### config.mk
export PLATFORM = sky130hd
export DESIGN_NAME = clock_tick_gen_flat
export DESIGN_NICKNAME = d
export VERILOG_FILES = /design/src/rtl/clock_tick_gen_if.sv /design/src/rtl/clock_tick_gen.sv /design/src/flat_wrapper.sv
export SDC_FILE = /design/constraint.sdc
export NUM_CORES = 1
export LEC_CHECK = 0
export ABC_AREA = 1
export CAP_MARGIN = 30
export CORE_AREA = 2 2 108 162
export DETAILED_ROUTE_END_ITERATION = 10
export DIE_AREA = 0 0 110 164
export PLACE_DENSITY_LB_ADDON = 0.3
export SYNTH_ARGS = -nofsm -noshare
export SYNTH_HDL_FRONTEND = slang
export SYNTH_SLANG_ARGS = --single-unit
### constraint.sdc
create_clock -name clk -period 12.6 [get_ports clk]
set_clock_uncertainty 0.2 [all_clocks]
set_input_delay 3.15 -clock clk [delete_from_list [all_inputs] [get_ports clk]]
set_output_delay 3.15 -clock clk [all_outputs]
set_load 0.02 [all_outputs]
### src/rtl/clock_tick_gen_if.sv
// Divisor configuration bus for clock_tick_gen: a valid/ready write of one
// channel's divisor.
interface clock_tick_gen_if #(
  parameter int N_CH  = 2,
  parameter int DIV_W = 27
);
  localparam int CH_W = (N_CH > 1) ? $clog2(N_CH) : 1;

  logic             cfg_valid;
  logic [CH_W-1:0]  cfg_ch;
  logic [DIV_W-1:0] cfg_div;
  logic             cfg_ready;

  modport master (output cfg_valid, cfg_ch, cfg_div, input cfg_ready);
  modport slave  (input cfg_valid, cfg_ch, cfg_div, output cfg_ready);
endinterface

### src/rtl/clock_tick_gen.sv
// Multi-channel programmable tick generator: each channel divides clk by
// (div_act+1), emitting a one-cycle tick and a 50% square wave.
module clock_tick_gen #(
  parameter int          N_CH    = 2,
  parameter int          DIV_W   = 27,
  parameter logic [31:0] DEF_DIV = 32'd49_999_999
) (
  input  logic            clk,
  input  logic            rst_n,
  input  logic [N_CH-1:0] en,
  input  logic            sync,
  clock_tick_gen_if.slave cfg,
  output logic [N_CH-1:0] tick,
  output logic [N_CH-1:0] sq,
  output logic [N_CH-1:0] pending
);
  localparam int               CH_W    = (N_CH > 1) ? $clog2(N_CH) : 1;
  localparam logic [DIV_W-1:0] DEF_VAL = DEF_DIV[DIV_W-1:0];

  logic [1:0] rst_pipe;
  logic       rst_int_n;
  logic       cfg_accept;

  // Reset asserts immediately but releases only after two clean clk edges.
  always_ff @(posedge clk or negedge rst_n) begin
    if (!rst_n) begin
      rst_pipe <= 2'b00;
    end else begin
      rst_pipe <= {rst_pipe[0], 1'b1};
    end
  end

  assign rst_int_n     = rst_pipe[1];
  assign cfg.cfg_ready = rst_int_n & ~sync;
  assign cfg_accept    = cfg.cfg_valid & cfg.cfg_ready;

  for (genvar i = 0; i < N_CH; i++) begin : g_ch
    localparam logic [CH_W-1:0] CH_IDX = CH_W'(i);

    logic [DIV_W-1:0] cnt;
    logic [DIV_W-1:0] div_act;
    logic [DIV_W-1:0] div_shd;
    logic             tick_r;
    logic             sq_r;
    logic             pend_r;
    logic             at_end;
    logic             wr;
    logic             apply;

    // >= rather than == so a divisor shrunk below cnt still wraps next cycle.
    assign at_end = (cnt >= div_act);
    assign wr     = cfg_accept && (cfg.cfg_ch == CH_IDX);
    assign apply  = pend_r && (sync || !en[i] || at_end);

    always_ff @(posedge clk or negedge rst_int_n) begin
      if (!rst_int_n) begin
        cnt     <= '0;
        div_act <= DEF_VAL;
        div_shd <= DEF_VAL;
        tick_r  <= 1'b0;
        sq_r    <= 1'b0;
        pend_r  <= 1'b0;
      end else begin
        if (sync) begin
          cnt    <= '0;
          tick_r <= 1'b0;
          sq_r   <= 1'b0;
        end else if (en[i]) begin
          if (at_end) begin
            cnt    <= '0;
            tick_r <= 1'b1;
            sq_r   <= ~sq_r;
          end else begin
            cnt    <= cnt + DIV_W'(1);
            tick_r <= 1'b0;
          end
        end else begin
          tick_r <= 1'b0;
        end

        // The shadow applied is the one held before any write this cycle.
        if (apply) begin
          div_act <= div_shd;
        end
        if (wr) begin
          div_shd <= cfg.cfg_div;
          pend_r  <= 1'b1;
        end else if (apply) begin
          pend_r  <= 1'b0;
        end
      end
    end

    assign tick[i]    = tick_r;
    assign sq[i]      = sq_r;
    assign pending[i] = pend_r;
  end
endmodule

### src/flat_wrapper.sv
// flat-port wrapper written by rule: the top's interface ports become plain ports
module clock_tick_gen_flat 
#(
  parameter int          N_CH    = 2,
  parameter int          DIV_W   = 27,
  parameter logic [31:0] DEF_DIV = 32'd49_999_999
)
  (clk, rst_n, en, sync, tick, sq, pending, cfg_cfg_valid, cfg_cfg_ch, cfg_cfg_div, cfg_cfg_ready);
  clock_tick_gen_if #(.N_CH(N_CH), .DIV_W(DIV_W)) cfg_i ();
  input  logic clk;
  input  logic rst_n;
  input  logic [N_CH-1:0] en;
  input  logic sync;
  output logic [N_CH-1:0] tick;
  output logic [N_CH-1:0] sq;
  output logic [N_CH-1:0] pending;
  input wire logic [$bits(cfg_i.cfg_valid)-1:0] cfg_cfg_valid;
  input wire logic [$bits(cfg_i.cfg_ch)-1:0] cfg_cfg_ch;
  input wire logic [$bits(cfg_i.cfg_div)-1:0] cfg_cfg_div;
  output wire logic [$bits(cfg_i.cfg_ready)-1:0] cfg_cfg_ready;
  assign cfg_i.cfg_valid = cfg_cfg_valid;
  assign cfg_i.cfg_ch = cfg_cfg_ch;
  assign cfg_i.cfg_div = cfg_cfg_div;
  assign cfg_cfg_ready = cfg_i.cfg_ready;
  clock_tick_gen #(.N_CH(N_CH), .DIV_W(DIV_W), .DEF_DIV(DEF_DIV)) u_core (.clk(clk), .rst_n(rst_n), .en(en), .sync(sync), .cfg(cfg_i), .tick(tick), .sq(sq), .pending(pending));
endmodule
# Word-level counts from Yosys, hierarchy flattened
# Cells that the tools add are included.
[totals] wordCells=63 in_bits=34 reg_bits=170
[op_classes] n_lt_le_gt_ge=2 n_addsub=2 mux=22 n_bitwise=6 reduce_logical=18
[ops] operator="$mux 27" count=6
[ops] operator="$add 27x1->27 const B" count=2
[ops] operator="$ge 27x27->1" count=2
[ops] operator="$mux 1" count=16
[ops] operator="$reduce_bool 2->1" count=6
[ops] operator="$logic_and 1x1->1" count=4
[ops] operator="$logic_or 1x1->1" count=4
[ops] operator="$not 1->1" count=4
[ops] operator="$reduce_and 2->1" count=2
[ops] operator="$and 1x1->1" count=2
[ops] operator="$logic_not 1->1" count=2

# Longest topological paths before layout
# Gate-level depths: netlist of the first run.
[logic_depth] word_depth=6 mapped_depth=14 depth_no_buf=13

# Worst setup path after synthesis of the first run
# No wires, ideal clock.
[synth_path] path_kind="register to output" startpoint="reg u_core.rst_pipe[1]" endpoint="out cfg_cfg_ready" path_buffers=0 required_time_ns=9.250 path_slack_ns=4.794 path_stages_with_launch=3 arrival_time_ns=4.456 path_cell_list="dfrtp_1 > inv_1 > nor2_1"
[synth_via] elab_chain_cells=1
[synth_lines] item="from (decl)" line="clock_tick_gen.sv:20" source="logic [1:0] rst_pipe;"
[synth_lines] item="from (signal assigned)" line="clock_tick_gen.sv:29" source="rst_pipe <= {rst_pipe[0], 1'b1};"
[synth_lines] item="$and 1x1->1" line="clock_tick_gen.sv:34" source="assign cfg.cfg_ready = rst_int_n & ~sync;"
[synth_lines] item="to (decl)" line="flat_wrapper.sv:20" source="output wire logic [$bits(cfg_i.cfg_ready)-1:0] cfg_cfg_ready;"
# No other way between the ends.

# Worst setup path after layout of the first run
[layout_path] startpoint="in sync" endpoint="out cfg_cfg_ready"
[layout_via] elab_chain_cells=2
[layout_lines] item="from (decl)" line="flat_wrapper.sv:13" source="input logic sync;"
[layout_lines] item="$not 1->1" line="clock_tick_gen.sv:34"
[layout_lines] item="$and 1x1->1" line="clock_tick_gen.sv:34"
# No other way between the ends.

==> out/results.tsv, run 1 <==
metric	value	unit
run status	finished, final reports clean	
Setup TNS Final	0	ps
total number of H-tree levels	4	
initial antenna violation count	0	
number of resized instances in the post-cts repair step	0	
NumNets Final	1327	
aggregate global-route resource usage	26.2	%
number of routed nets with antenna violations	0	
Post-synth ARST share	100	%
Core Area	0.0166	sq mm
clock latency reported for the late side of the worst-skew pair	440	ps
Mapped Area	0.00974	sq mm
cell types with the largest area share after synthesis	sky130_fd_sc_hd__dfrtp_1, sky130_fd_sc_hd__dfstp_2, sky130_fd_sc_hd__nand2_1	
count of routing violations after the opening detailed-route iteration	484	
fmax	0.126	GHz
transition time at the pin with the least slew margin	951	ps
most area-hungry cell type in the Yosys netlist	sky130_fd_sc_hd__dfrtp_1	
Setup Crit Path Kind	primary input to output port	
peak supply drop	0.0924	mV
root buffer selected by CTS	sky130_fd_sc_hd__clkbuf_16	
Seq/Total Area, Yosys	44.6	%
hold buffer count at cts	0	
arrival time of data at the critical path endpoint	4610	ps
initial core utilization	58.6	%
first-pass GRT wire length	36.6	mm
Critical Path Start Type	primary input	
worst setup slack after layout	4640	ps
Die Wd	110	microns
maximum number of pins on one net before global-route repair	76	
gate count of the mapped netlist	1213	
synthesized flop and latch total	170	
number of global-route vias before repair	7809	
leakage power total	5.16	nW
Worst Hold Margin	59.8	ps
Post-Place Cells	1428	
gp weighted congestion	0.927	
number of max-capacitance violations reported	0	
number of antenna cells inserted	0	
post-layout minimum cycle time	7960	ps
required time of the critical path	9250	ps
number of enable flip-flop cells after synthesis	0	
buffer depth of the longest clock path	2	
setup repair after global routing missed its margin	no	
vias post-DR	7921	
detail-routed net length per standard cell	15.1	microns
boundary pin count	41	
layout overhead on the synthesized area	10.6	%
TritonCTS clock tree	done	
library cells used by synthesis	36	
DP Worst Slack	4650	ps
endpoint kind of the worst setup timing path	output port	
cell with the most instances after synthesis	sky130_fd_sc_hd__nand2_1	
power per cell area	149	mW/mm^2
Port Buffers	40	
prevailing post-synth register cell	sky130_fd_sc_hd__dfrtp_1	
Sink Count	170	
area used by sequential logic in the layout	0.00435	sq mm
warnings from Yosys	0	
Setup-failing EPs final	0	
Synth Area per Inst	8.03	sq um
Period Utilization, post-route	63.2	%
Net Count, Synth	1303	
total global routing overflow	0	
max-slew violation count	0	
height of the die	164	microns
clock transition time at the flip-flop clock pins of the worst setup and hold paths	60	ps
area of combinational cells with multiple inputs	0.00447	sq mm
Max Fanout on Critical Path	10	
worst min path class	flip-flop to async pin	
routed vias/inst	5.43	
drt total wl	22.1	mm
first-pass iteration count of the detailed router	5	
Commonest cells post-synth	sky130_fd_sc_hd__nand2_1, sky130_fd_sc_hd__inv_1, sky130_fd_sc_hd__dfrtp_1, sky130_fd_sc_hd__nand3_1, sky130_fd_sc_hd__nor2_1	
placed wire-length estimate after detailed placement	16.1	mm
layout cells sized above 1	13.9	%
Die ar.	0.0180	sq mm
fill cell instance count of the final layout	1392	
Post-CTS Setup Inserts	0	
Final Instance Count excl. Fillers	1460	
total CTS buffers	17	
area share of the largest cell type after synthesis	25.2	%
headroom to the max-slew limit	36.6	%
final count of hold timing violations	0	
Post-route DRC	0	
placement row count	58	
end-of-flow core utilization	64.8	%
-- flip-flops by register name, indices dropped and copies added, names as in the netlist --
name	count
u_core.g_ch.pend_r	2
u_core.g_ch.sq_r	2
u_core.g_ch.div_shd	54
u_core.g_ch.cnt	54
u_core.rst_pipe	2
u_core.g_ch.tick_r	2
u_core.g_ch.div_act	54
-- layout by cell type (no fill, tap or decap), types with 2 or more instances in the layout --
cell type,count
sky130_fd_sc_hd__nand2_1,374
sky130_fd_sc_hd__inv_1,169
sky130_fd_sc_hd__dfrtp_1,97
sky130_fd_sc_hd__nand3_1,75
sky130_fd_sc_hd__nor2_1,73
sky130_fd_sc_hd__o21ai_0,72
sky130_fd_sc_hd__dfstp_2,72
sky130_fd_sc_hd__ha_1,56
sky130_fd_sc_hd__clkdlybuf4s50_1,40
sky130_fd_sc_hd__xor2_1,33
sky130_fd_sc_hd__nand4_1,32
sky130_fd_sc_hd__nand3_2,23
sky130_fd_sc_hd__a21oi_1,18
sky130_fd_sc_hd__clkbuf_16,17
sky130_fd_sc_hd__nor2_2,12
sky130_fd_sc_hd__o22ai_2,10
sky130_fd_sc_hd__o22ai_1,10
sky130_fd_sc_hd__nor3_1,8
sky130_fd_sc_hd__buf_4,8
sky130_fd_sc_hd__o21ai_1,6
sky130_fd_sc_hd__nand2_2,5
sky130_fd_sc_hd__inv_6,5
sky130_fd_sc_hd__inv_2,4
sky130_fd_sc_hd__xnor2_1,4
sky130_fd_sc_hd__o21bai_1,3
sky130_fd_sc_hd__clkbuf_8,3
sky130_fd_sc_hd__nor2_4,2
sky130_fd_sc_hd__a21o_1,2
sky130_fd_sc_hd__nand2_4,2
sky130_fd_sc_hd__nor3_2,2
sky130_fd_sc_hd__inv_4,2
-- worst paths after layout --
path | start | to | slack [ps] | cells past startpoint
max | sync | cfg_cfg_ready | 4640 | 4
min | u_core.rst_pipe[1] | u_core.g_ch[1].cnt[15] | 60 | 0
max reg2reg | u_core.g_ch[1].div_act[21] | u_core.g_ch[1].div_act[26] | 9400 | 14
min reg2reg | u_core.rst_pipe[1] | u_core.g_ch[1].cnt[15] | 60 | 0
max in group asynchronous | rst_n | u_core.rst_pipe[1] | 9390 | 1
min in group clk | u_core.rst_pipe[0] | u_core.rst_pipe[1] | 150 | 0
-- power by group --
| part | leakage (nW) | internal [mW] | total, mW | switching [mW] |
|---|---|---|---|---|
| registers | 2.07 | 0.678 | 0.735 | 0.0566 |
| logic | 2.81 | 0.126 | 0.346 | 0.220 |
| clock network | 0.286 | 0.291 | 0.519 | 0.228 |
-- through the flow --
step           area [sq um]  total power, mW
2_1_floorplan          9740            0.990
3_3_place_gp          10200             1.07
3_5_place_dp          10200             1.09
4_1_cts               10800             1.61
5_1_grt               10800             1.70
6_report              10800             1.60
-- critical path, cell delays in order --
cell,delay (ps)
sky130_fd_sc_hd__clkdlybuf4s50_1,400
sky130_fd_sc_hd__buf_4,190
sky130_fd_sc_hd__nor2_1,220
sky130_fd_sc_hd__clkdlybuf4s50_1,650
-- metal layers --
layer	wire [microns]	global-route usage, %	up-vias	share of wire [%]
li1	-	-	3887	-
met1	8640	30.1	3773	39
met2	11700	46.2	196	53
met3	702	4.09	65	3.2
met4	1000	13.6	0	4.5
met5	0	0	-	0
-- cell families after synthesis --
kind of cell               count (synthesis)  synth area share, %
DFF                                      170                 44.6
other                                      1               0.0385
buffers and inverters                    216                 9.55
AOI/OAI and AO/OA                        122                 7.34
and+or+nand+nor                          611                 27.9
xor gates and xnor gates                  37                 3.33
adders and majority gates                 56                 7.20
-- cell type report --
class	count	share of cell area, %
Clock buffer	21	4.37
Sequential cell	170	40.4
Clock inverter	11	0.999
Multi-Input combinational cell	827	41.5
Tap cell	210	2.44
Inverter	173	6.03
Timing Repair Buffer	48	4.28
No activity file was read; power rests on OpenSTA's default activity.
==> run 2: changes to the inputs <==
==> constraint.sdc (replaced) <==
create_clock -name clk -period 8.2 [get_ports clk]
set_clock_uncertainty 0.2 [all_clocks]
set_input_delay 2.05 -clock clk [delete_from_list [all_inputs] [get_ports clk]]
set_output_delay 2.05 -clock clk [all_outputs]
set_load 0.02 [all_outputs]
==> run 2 against run 1 <==
  * Setup slack lost 2200 ps
  * Largest cell class unchanged
  * Core utilization grew 0.23 points
  * Combinational power grew 53%
  * Non-clock buffer count is the same
  * Wire length is essentially flat
  * Highest routed layer unchanged
  * Power grew 56%
  * Critical endpoint unchanged
  * Sequential power grew 54%
  * Sequential share of layout area shrank 0.14 points
  * Sequential cell count is the same
==> out/results.tsv, run 2 (synthesis results as in run 1) <==
metric	value	unit	change
critical path cell sequence	clkdlybuf4s50_1, buf_4, nor2_1, clkdlybuf4s50_1		unchanged
beginning of the worst register-to-register path	u_core.g_ch[1].div_act[22]		was u_core.g_ch[1].div_act[21]
Post-CTS Setup Inserts	0		unchanged
layout overhead on the synthesized area	11.0	%	was 10.6%
initial core utilization	58.6	%	unchanged
placed wire-length estimate after detailed placement	16.0	mm	was 16.1 mm
max-slew violation count	0		unchanged
first-pass GRT wire length	37.4	mm	was 36.6 mm
hold buffer count at cts	0		unchanged
post-route total power	2.50	mW	was 1.60 mW
aggregate global-route resource usage	26.7	%	was 26.2%
number of max-capacitance violations reported	0		unchanged
clock latency reported for the late side of the worst-skew pair	440	ps	about the same
NumNets Final	1327		unchanged
commonest cells after routing, fill and taps aside	sky130_fd_sc_hd__nand2_1, sky130_fd_sc_hd__inv_1, sky130_fd_sc_hd__dfrtp_1		unchanged
Setup-failing EPs final	0		unchanged
Critical Path Start Type	primary input		unchanged
number of routed nets with antenna violations	0		unchanged
most used cell along the critical path	sky130_fd_sc_hd__clkdlybuf4s50_1		unchanged
vias post-DR	7981		was 7921
Setup Crit Path Kind	primary input to output port		unchanged
Post-route DRC	0		unchanged
Top delay family on crit path	buffers and inverters		unchanged
routed vias/inst	5.47		was 5.43
Core Area	0.0166	sq mm	unchanged
setup repair after global routing missed its margin	no		unchanged
Period Utilization, post-route	70.4	%	
run status	finished, final reports clean		unchanged
height of the die	164	microns	unchanged
peak supply drop	0.142	mV	was 0.0924 mV
critical path's largest stage delay	650	ps	about the same
buffer depth of the longest clock path	2		unchanged
layout cells sized above 1	13.8	%	was 13.9%
Setup TNS Final	0	ps	unchanged
transition time at the pin with the least slew margin	927	ps	was 951 ps
maximum number of pins on one net before global-route repair	73		was 76
placement row count	58		unchanged
root buffer selected by CTS	sky130_fd_sc_hd__clkbuf_16		unchanged
total number of H-tree levels	4		unchanged
fmax	0.173	GHz	
Post-Place Cells	1428		unchanged
worst reg2reg path depth	14		unchanged
Port Buffers	40		unchanged
CP startpoint	sync		unchanged
power per cell area	232	mW/mm^2	was 149 mW/mm^2
required time of the critical path	5950	ps	was 9250 ps
post-layout minimum cycle time	5770	ps	
number of antenna cells inserted	0		unchanged
final count of hold timing violations	0		unchanged
clock transition time at the flip-flop clock pins of the worst setup and hold paths	60	ps	about the same
number of global-route vias before repair	8108		was 7809
leakage power total	5.16	nW	about the same
initial antenna violation count	0		unchanged
Max Fanout on Critical Path	10		unchanged
number of resized instances in the post-cts repair step	0		unchanged
Final Instance Count excl. Fillers	1460		unchanged
boundary pin count	41		unchanged
drt total wl	22.1	mm	about the same
count of routing violations after the opening detailed-route iteration	473		was 484
Die Wd	110	microns	unchanged
TritonCTS clock tree	done		unchanged
most common library cell in the layout ignoring fill and taps	sky130_fd_sc_hd__nand2_1		unchanged
Worst R2R Setup Slack	5040	ps	was 9400 ps
R2R Path End	u_core.g_ch[1].div_act[10]		was u_core.g_ch[1].div_act[26]
arrival time of data at the critical path endpoint	3520	ps	was 4610 ps
worst setup path end	cfg_cfg_ready		unchanged
endpoint kind of the worst setup timing path	output port		unchanged
Die ar.	0.0180	sq mm	unchanged
first-pass iteration count of the detailed router	5		unchanged
CP Depth	4		unchanged
gp weighted congestion	0.923		was 0.927
Sink Count	170		unchanged
total CTS buffers	17		unchanged
detail-routed net length per standard cell	15.1	microns	about the same
cell with the biggest individual delay on the critical path	sky130_fd_sc_hd__clkdlybuf4s50_1		unchanged
worst min path class	flip-flop to async pin		unchanged
headroom to the max-slew limit	38.1	%	was 36.6%
registers with the highest flip-flop counts	u_core.g_ch.cnt (54), u_core.g_ch.div_act (54), u_core.g_ch.div_shd (54)		unchanged
number of buffer and inverter stages on the critical path	3		unchanged
total global routing overflow	0		unchanged
==> run 2: cell types whose count changed in the layout (fill, tap and decap cells not counted), sizes merged <==
cell	before	now
inv	180	173
bufinv	1	3
clkbuf	21	22
clkinvlp	1	5
==> run 2: metrics by stage <==
stage	instance area (sq um)	worst slack, ps	hold slack (ps)	utilization (%)
after floorplan	9740	1490	131	-
after global placement	10200	2470	74.9	61.3
after detailed placement	10200	2440	75.7	61.3
after CTS	10800	2420	84.2	65.0
after global routing	10800	2340	107	65.0
final	10800	2430	60.5	65.0
==> run 2: power by group <==
group	internal, mW	total [mW]	switching (mW)
clock network	0.503	0.839	0.336
logic	0.193	0.530	0.337
registers	1.04	1.13	0.0913
==> run 2: how the worst min path moves through the flow <==
stage / start / end / slack (ps) / cells past startpoint
6_report: u_core.rst_pipe[1] / u_core.g_ch[1].cnt[17] / 60 / 0
5_1_grt: u_core.rst_pipe[1] / u_core.g_ch[1].cnt[8] / 110 / 0
4_1_cts: u_core.rst_pipe[1] / u_core.g_ch[1].cnt[17] / 80 / 0
3_5_place_dp: u_core.rst_pipe[1] / u_core.g_ch[1].cnt[17] / 80 / 0
3_3_place_gp: u_core.rst_pipe[1] / u_core.g_ch[1].cnt[17] / 70 / 0
2_1_floorplan: u_core.rst_pipe[0] / u_core.rst_pipe[1] / 130 / 0
==> run 2: layout make-up <==
type | count | area, sq um
multi-input combinational | 827 | 4470
clock buffer | 22 | 474
inverter | 173 | 649
fill | 1406 | 5810
timing repair buffer | 48 | 460
clock inverter | 10 | 141
sequential | 170 | 4350
tap | 210 | 263
==> run 2: per-layer routing <==
metal / share of wire, % / up-vias / global-route usage [%] / wire [microns]
met4: 3.8 / 0 / 13.1 / 848
met2: 54 / 167 / 48.0 / 11900
met1: 39 / 3870 / 30.2 / 8600
li1: - / 3885 / - / -
met5: 0 / - / 0 / 0
met3: 3.4 / 59 / 4.17 / 743
==> edit 1: new RTL, config.mk and constraints of run 2 <==
`DIV_W` is set to 27 in 3 places; all go to 23.
--- a/src/rtl/clock_tick_gen_if.sv
+++ b/src/rtl/clock_tick_gen_if.sv
@@ -2,7 +2,7 @@
 // channel's divisor.
 interface clock_tick_gen_if #(
   parameter int N_CH  = 2,
-  parameter int DIV_W = 27
+  parameter int DIV_W = 23
 );
   localparam int CH_W = (N_CH > 1) ? $clog2(N_CH) : 1;
 
--- a/src/rtl/clock_tick_gen.sv
+++ b/src/rtl/clock_tick_gen.sv
@@ -2,7 +2,7 @@
 // (div_act+1), emitting a one-cycle tick and a 50% square wave.
 module clock_tick_gen #(
   parameter int          N_CH    = 2,
-  parameter int          DIV_W   = 27,
+  parameter int          DIV_W   = 23,
   parameter logic [31:0] DEF_DIV = 32'd49_999_999
 ) (
   input  logic            clk,
--- a/src/flat_wrapper.sv
+++ b/src/flat_wrapper.sv
@@ -2,7 +2,7 @@
 module clock_tick_gen_flat 
 #(
   parameter int          N_CH    = 2,
-  parameter int          DIV_W   = 27,
+  parameter int          DIV_W   = 23,
   parameter logic [31:0] DEF_DIV = 32'd49_999_999
 )
   (clk, rst_n, en, sync, tick, sq, pending, cfg_cfg_valid, cfg_cfg_ch, cfg_cfg_div, cfg_cfg_ready);
Ports: changed (resized cfg_cfg_div); port bits go from 41 to 37. The function was not compared with the original's and may differ.
==> edit 1 against run 2 <==
Worst setup slack got worse by 0.032 ns; synthesized area decreased by 16%; sequential cell count is 24 lower; first-iteration DRC count shrank 32%; largest cell class is now flip-flops and latches; power is 12% lower; routed wire length decreased by 20%; design area shrank 15%.
==> edit 1: results (changes against run 2) <==
metric	value	unit	change
drive_gt1_share	14.69	%	+0.85 points
cts-resized-gates	0		unchanged
drt_iter0_drc	320		-32%
antenna_cells	0		unchanged
clk_pin_slew	0.06	ns	about the same
vias_per_cell	5.027		-8.0%
leakage	0.004308	µW	-16%
clkLatencyLatePin	0.43	ns	
pre_cts_ws	2.379	ns	-0.06094 ns
dr.pass1.iters	5		unchanged
numCtsBuffers	17		unchanged
synthTopCellsByArea	dfrtp_1, dfstp_2, nand2_1, ha_1, inv_1		
grt_max_degree	74		+1.4%
status	finished clean		
reg2reg_slack	5.02	ns	-0.02 ns
rr_endpoint	u_core.g_ch[1].div_act[8]		
cp_slowest_cell	clkdlybuf4s50_1		
wl_per_cell	14.33	µm	-5.2%
ys_seq_area_share	45.90	%	+1.3 points
vdd_drop_max	0.0001195	V	-16%
port_buffers	36		-10%
critPathMaxStageDelay	0.64	ns	
r2r-start	u_core.g_ch[1].div_act[22]		
yosys_warnings	0		unchanged
gp_congestion	0.8774		-5.0%
grt_usage	21.63	%	-5.1 points
worst_ep_arrival_time	3.56	ns	+0.04 ns
antenna_found_initial	0		unchanged
post_cts.repair.setup_buffers	0		unchanged
post_dp_cell_area	8549	µm²	-16%
reg2reg_depth	13		-1
hp-class	reg -> async		
grt_first_pass_wirelength	29820	µm	-20%
ys_types	41		+14%
synthTopCellsByCount	nand2_1, inv_1, dfrtp_1		
htreeDepth	4		unchanged
cp_max_fo	9		-1
dpl.hpwl	12770	µm	-20%
grt_pass1_vias	6219		-23%
async_flop_share	100.0	%	unchanged
synth_nets	1062		-18%
synthFlopType	dfrtp_1		
reg_top3	u_core.g_ch.cnt (46), u_core.g_ch.div_act (46), u_core.g_ch.div_shd (46)		
clk_path_buf_depth	2		unchanged
worstMarginPinSlew	0.9013	ns	-0.02564 ns
root_buffer	clkbuf_16		
## edit 1: cell count changes in the layout (fill, tap and decap cells not counted), moves of 13 or more
cell,delta
inv_1,-36
dfrtp_1,-16
nand2_1,-80
nand3_1,-19
o22ai_1,+13
o21ai_0,-14
nor2_1,-19
nand4_1,-22
## edit 1: power by group
| part | leakage (µW) | internal (µW) | switching (µW) | total [µW] |
|---|---|---|---|---|
| clock | 0.000294 | 490 | 328 | 819 |
| combinational | 0.00224 | 155 | 253 | 408 |
| sequential | 0.00177 | 900 | 75.3 | 975 |
| total | 0.00431 | 1550 | 657 | 2200 |
## edit 1: how the worst max path moves through the flow
stage	from	end	slack [ns]	cells past startpoint
after global routing	sync	cfg_cfg_ready	2.34	3
after CTS	sync	cfg_cfg_ready	2.38	3
after global placement	sync	cfg_cfg_ready	2.41	3
after floorplan	u_core.rst_pipe[1]	cfg_cfg_ready	2.03	2
after detailed placement	sync	cfg_cfg_ready	2.38	3
final	sync	cfg_cfg_ready	2.39	3
## edit 1: cells by family after synthesis
group                      after synthesis  share of synthesized area, %
adders and majority gates               48                         7.384
DFF                                    146                         45.90
and+or+nand+nor                        464                         25.35
other                                    1                       0.04610
AOI/OAI and AO/OA                      114                         7.907
xor gates and xnor gates                34                         3.661
buffers and inverters                  177                         9.752
## edit 1: routing by layer
layer | GRT usage (%) | vias to the layer above | wire length [µm]
met3 | 4.762 | 36 | 420
met5 | 0 | - | 0
met2 | 38.26 | 77 | 9329
li1 | - | 3162 | -
met1 | 25.00 | 2913 | 7389
met4 | 8.400 | 0 | 497
## edit 1: cell type report
| class | count | area (µm²) |
|---|---|---|
| sequential | 146 | 3737 |
| fill | 1535 | 7451 |
| tap | 210 | 262.8 |
| clock buffer | 18 | 439.2 |
| clock inverter | 14 | 178.9 |
| multi-input combinational | 661 | 3607 |
| timing repair buffer | 45 | 427.9 |
| inverter | 137 | 514.2 |
## edit 1: metrics by stage
stage	utilization, %	hold WS [ns]	cells
floorplan	-	0.1312	984
global placement	51.45	0.04321	1199
detailed placement	51.45	0.04357	1199
CTS	55.16	0.05114	1231
global route	55.16	0.06065	1231
finish	55.16	0.03342	1231
## edit 1: critical path: cells and delay by family
kind                   cells  cell delay, ns
AND/OR/NAND/NOR            1            0.26
buffers and inverters      2            1.24
==> edit 2: new RTL, settings of run 2 <==
Without the edit above. Reset style: synchronous (`rst_int_n` and `rst_n`), changed in 2 clocked blocks.
--- a/src/rtl/clock_tick_gen.sv
+++ b/src/rtl/clock_tick_gen.sv
@@ -22,7 +22,7 @@
   logic       cfg_accept;
 
   // Reset asserts immediately but releases only after two clean clk edges.
-  always_ff @(posedge clk or negedge rst_n) begin
+  always_ff @(posedge clk) begin
     if (!rst_n) begin
       rst_pipe <= 2'b00;
     end else begin
@@ -52,7 +52,7 @@
     assign wr     = cfg_accept && (cfg.cfg_ch == CH_IDX);
     assign apply  = pend_r && (sync || !en[i] || at_end);
 
-    always_ff @(posedge clk or negedge rst_int_n) begin
+    always_ff @(posedge clk) begin
       if (!rst_int_n) begin
         cnt     <= '0;
         div_act <= DEF_VAL;
Behaviour: differs if rst_n is asserted again (counterexample within 4 cycles, from zero or initial values and one cycle with rst_n low); with rst_n held inactive, the same outputs for 4 cycles.
==> edit 2 against run 2 <==
Design area fell by 12%; sequential cell count did not move; synthesized area fell by 13%; critical endpoint unchanged; via count fell by 5.0%; routed wire length fell by 5.8%; critical path type unchanged; largest cell class unchanged; fmax fell by 2.6%; worst setup slack got worse by 0.16 ns.
Power is not compared: it rests on default switching activity, and its combinational part moved more than twofold at a synthesized area within 25%.
==> edit 2: results (changes against run 2) <==
metric	value	unit	change
synthFlopType	dfxtp_1		
gp_congestion	0.9505		+3.0%
synth_nets	1288		-1.2%
ys_types	35		-2.8%
post_dp_cell_area	8891	µm²	-13%
port_buffers	40		unchanged
numCtsBuffers	17		unchanged
grt_max_degree	66		-9.6%
reg_top3	u_core.g_ch.cnt (54), u_core.g_ch.div_act (54), u_core.g_ch.div_shd (54)		
sw_frac_of_total	21.85	%	
crit_family	buffers and inverters		
cp_max_fo	13		+3
synthTopCellsByCount	nand2_1, dfxtp_1, nand3_1		
dr.pass1.iters	5		unchanged
clkLatencyLatePin	0.43	ns	
post_cts.repair.setup_buffers	0		unchanged
clk_pin_slew	0.06	ns	about the same
antenna_found_initial	0		unchanged
drive_gt1_share	4.497	%	-9.3 points
vdd_drop_max	0.0001447	V	
root_buffer	clkbuf_16		
ys_seq_area_share	40.21	%	-4.4 points
clk_path_buf_depth	2		unchanged
fin_tns_setup	0	ns	unchanged
antenna_cells	0		unchanged
grt_first_pass_wirelength	33630	µm	-10%
drt_iter0_drc	437		-7.6%
cts-resized-gates	0		unchanged
htreeDepth	4		unchanged
critPathMaxStageDelay	0.70	ns	+0.05 ns
dpl.hpwl	15230	µm	-4.7%
worst_ep_arrival_time	3.68	ns	+0.16 ns
wl_per_cell	14.52	µm	-4.0%
async_flop_share	0	%	-100 points
yosys_warnings	0		unchanged
hp-class	reg -> reg		
status	finished clean		
worstMarginPinSlew	0.8016	ns	-0.1254 ns
grt_pass1_vias	7146		-12%
grt_usage	24.34	%	-2.4 points
cp_slowest_cell	clkdlybuf4s50_1		
synthTopCellsByArea	dfxtp_1, nand2_1, nand3_1, ha_1, inv_1		
leakage	0.004277	µW	
vias_per_cell	5.290		-3.2%
## edit 2: cell types whose count changed in the layout (fill, tap and decap cells not counted), moves of 23 or more
cell / change
nor2_1: +46
a21oi_1: +58
dfxtp_1: +169
dfrtp_1: -97
nand3_1: +86
xor2_1: -23
dfstp_2: -72
nand2_1: -76
o21ai_0: -47
inv_1: -28
## edit 2: layout make-up
type / instances / area [µm²]
Inverter: 147 / 551.8
Multi-Input combinational cell: 830 / 4239
Clock inverter: 11 / 145.1
Tap cell: 210 / 262.8
Fill cell: 1563 / 7132
Timing Repair Buffer: 44 / 430.4
Clock buffer: 21 / 450.4
Sequential cell: 170 / 3407
## edit 2: logic make-up (layout without fill, tap and decap cells)
group / count (synthesis) / count (layout) / share of synthesized area, %
AO/OA/AOI/OAI: 111 / 111 / 6.874
flip-flops: 170 / 170 / 40.21
buffers and inverters: 198 / 223 / 9.712
adder cells (fa/ha/maj): 56 / 56 / 8.278
AND/OR/NAND/NOR: 645 / 645 / 33.07
XOR/XNOR: 18 / 18 / 1.863
## edit 2: worst paths after layout
path / start / end / slack (ns) / cells after the start
max: sync / cfg_cfg_ready / 2.27 / 3
min: u_core.rst_pipe[0] / u_core.rst_pipe[1] / 0.20 / 2
max reg2reg: u_core.g_ch[0].cnt[20] / u_core.g_ch[0].div_act[22] / 5.07 / 12
min reg2reg: u_core.rst_pipe[0] / u_core.rst_pipe[1] / 0.20 / 2
## edit 2: worst register-to-register path, delay by kind of cell, from the launching register on
kind                     cells  cell delay, ns
AND/OR/NAND/NOR             10            1.95
AO/OA/AOI/OAI                1            0.13
adder cells (fa/ha/maj)      1            0.31
flip-flops                   1            0.48
## edit 2: routing by layer
layer	vias to the layer above	GRT usage, %	share of wire [%]
li1	3888	-	-
met1	3450	25.87	39
met2	181	43.67	52
met3	62	3.929	3.4
met4	0	15.25	5.3
met5	-	0	0
## edit 2: metrics by stage
step           instances  utilization [%]  worst slack (ns)  hold WS (ns)  total power (µW)
2_1_floorplan       1198                -             3.390        0.1856             884.7
3_3_place_gp        1401            53.50             2.306        0.1870             911.8
3_5_place_dp        1401            53.50             2.301        0.1929             912.1
4_1_cts             1433            57.08             2.287        0.2077              1722
5_1_grt             1433            57.08             2.261        0.2420              1761
6_report            1433            57.08             2.271        0.2019              1713
## edit 2: power groups by stage
stage	combinational [µW]	clock (µW)	sequential, µW
2_1_floorplan	35.6	0	849
3_3_place_gp	59.1	0	853
3_5_place_dp	59.3	0	853
4_1_cts	59.6	828	834
5_1_grt	65.3	862	835
6_report	59.8	819	834
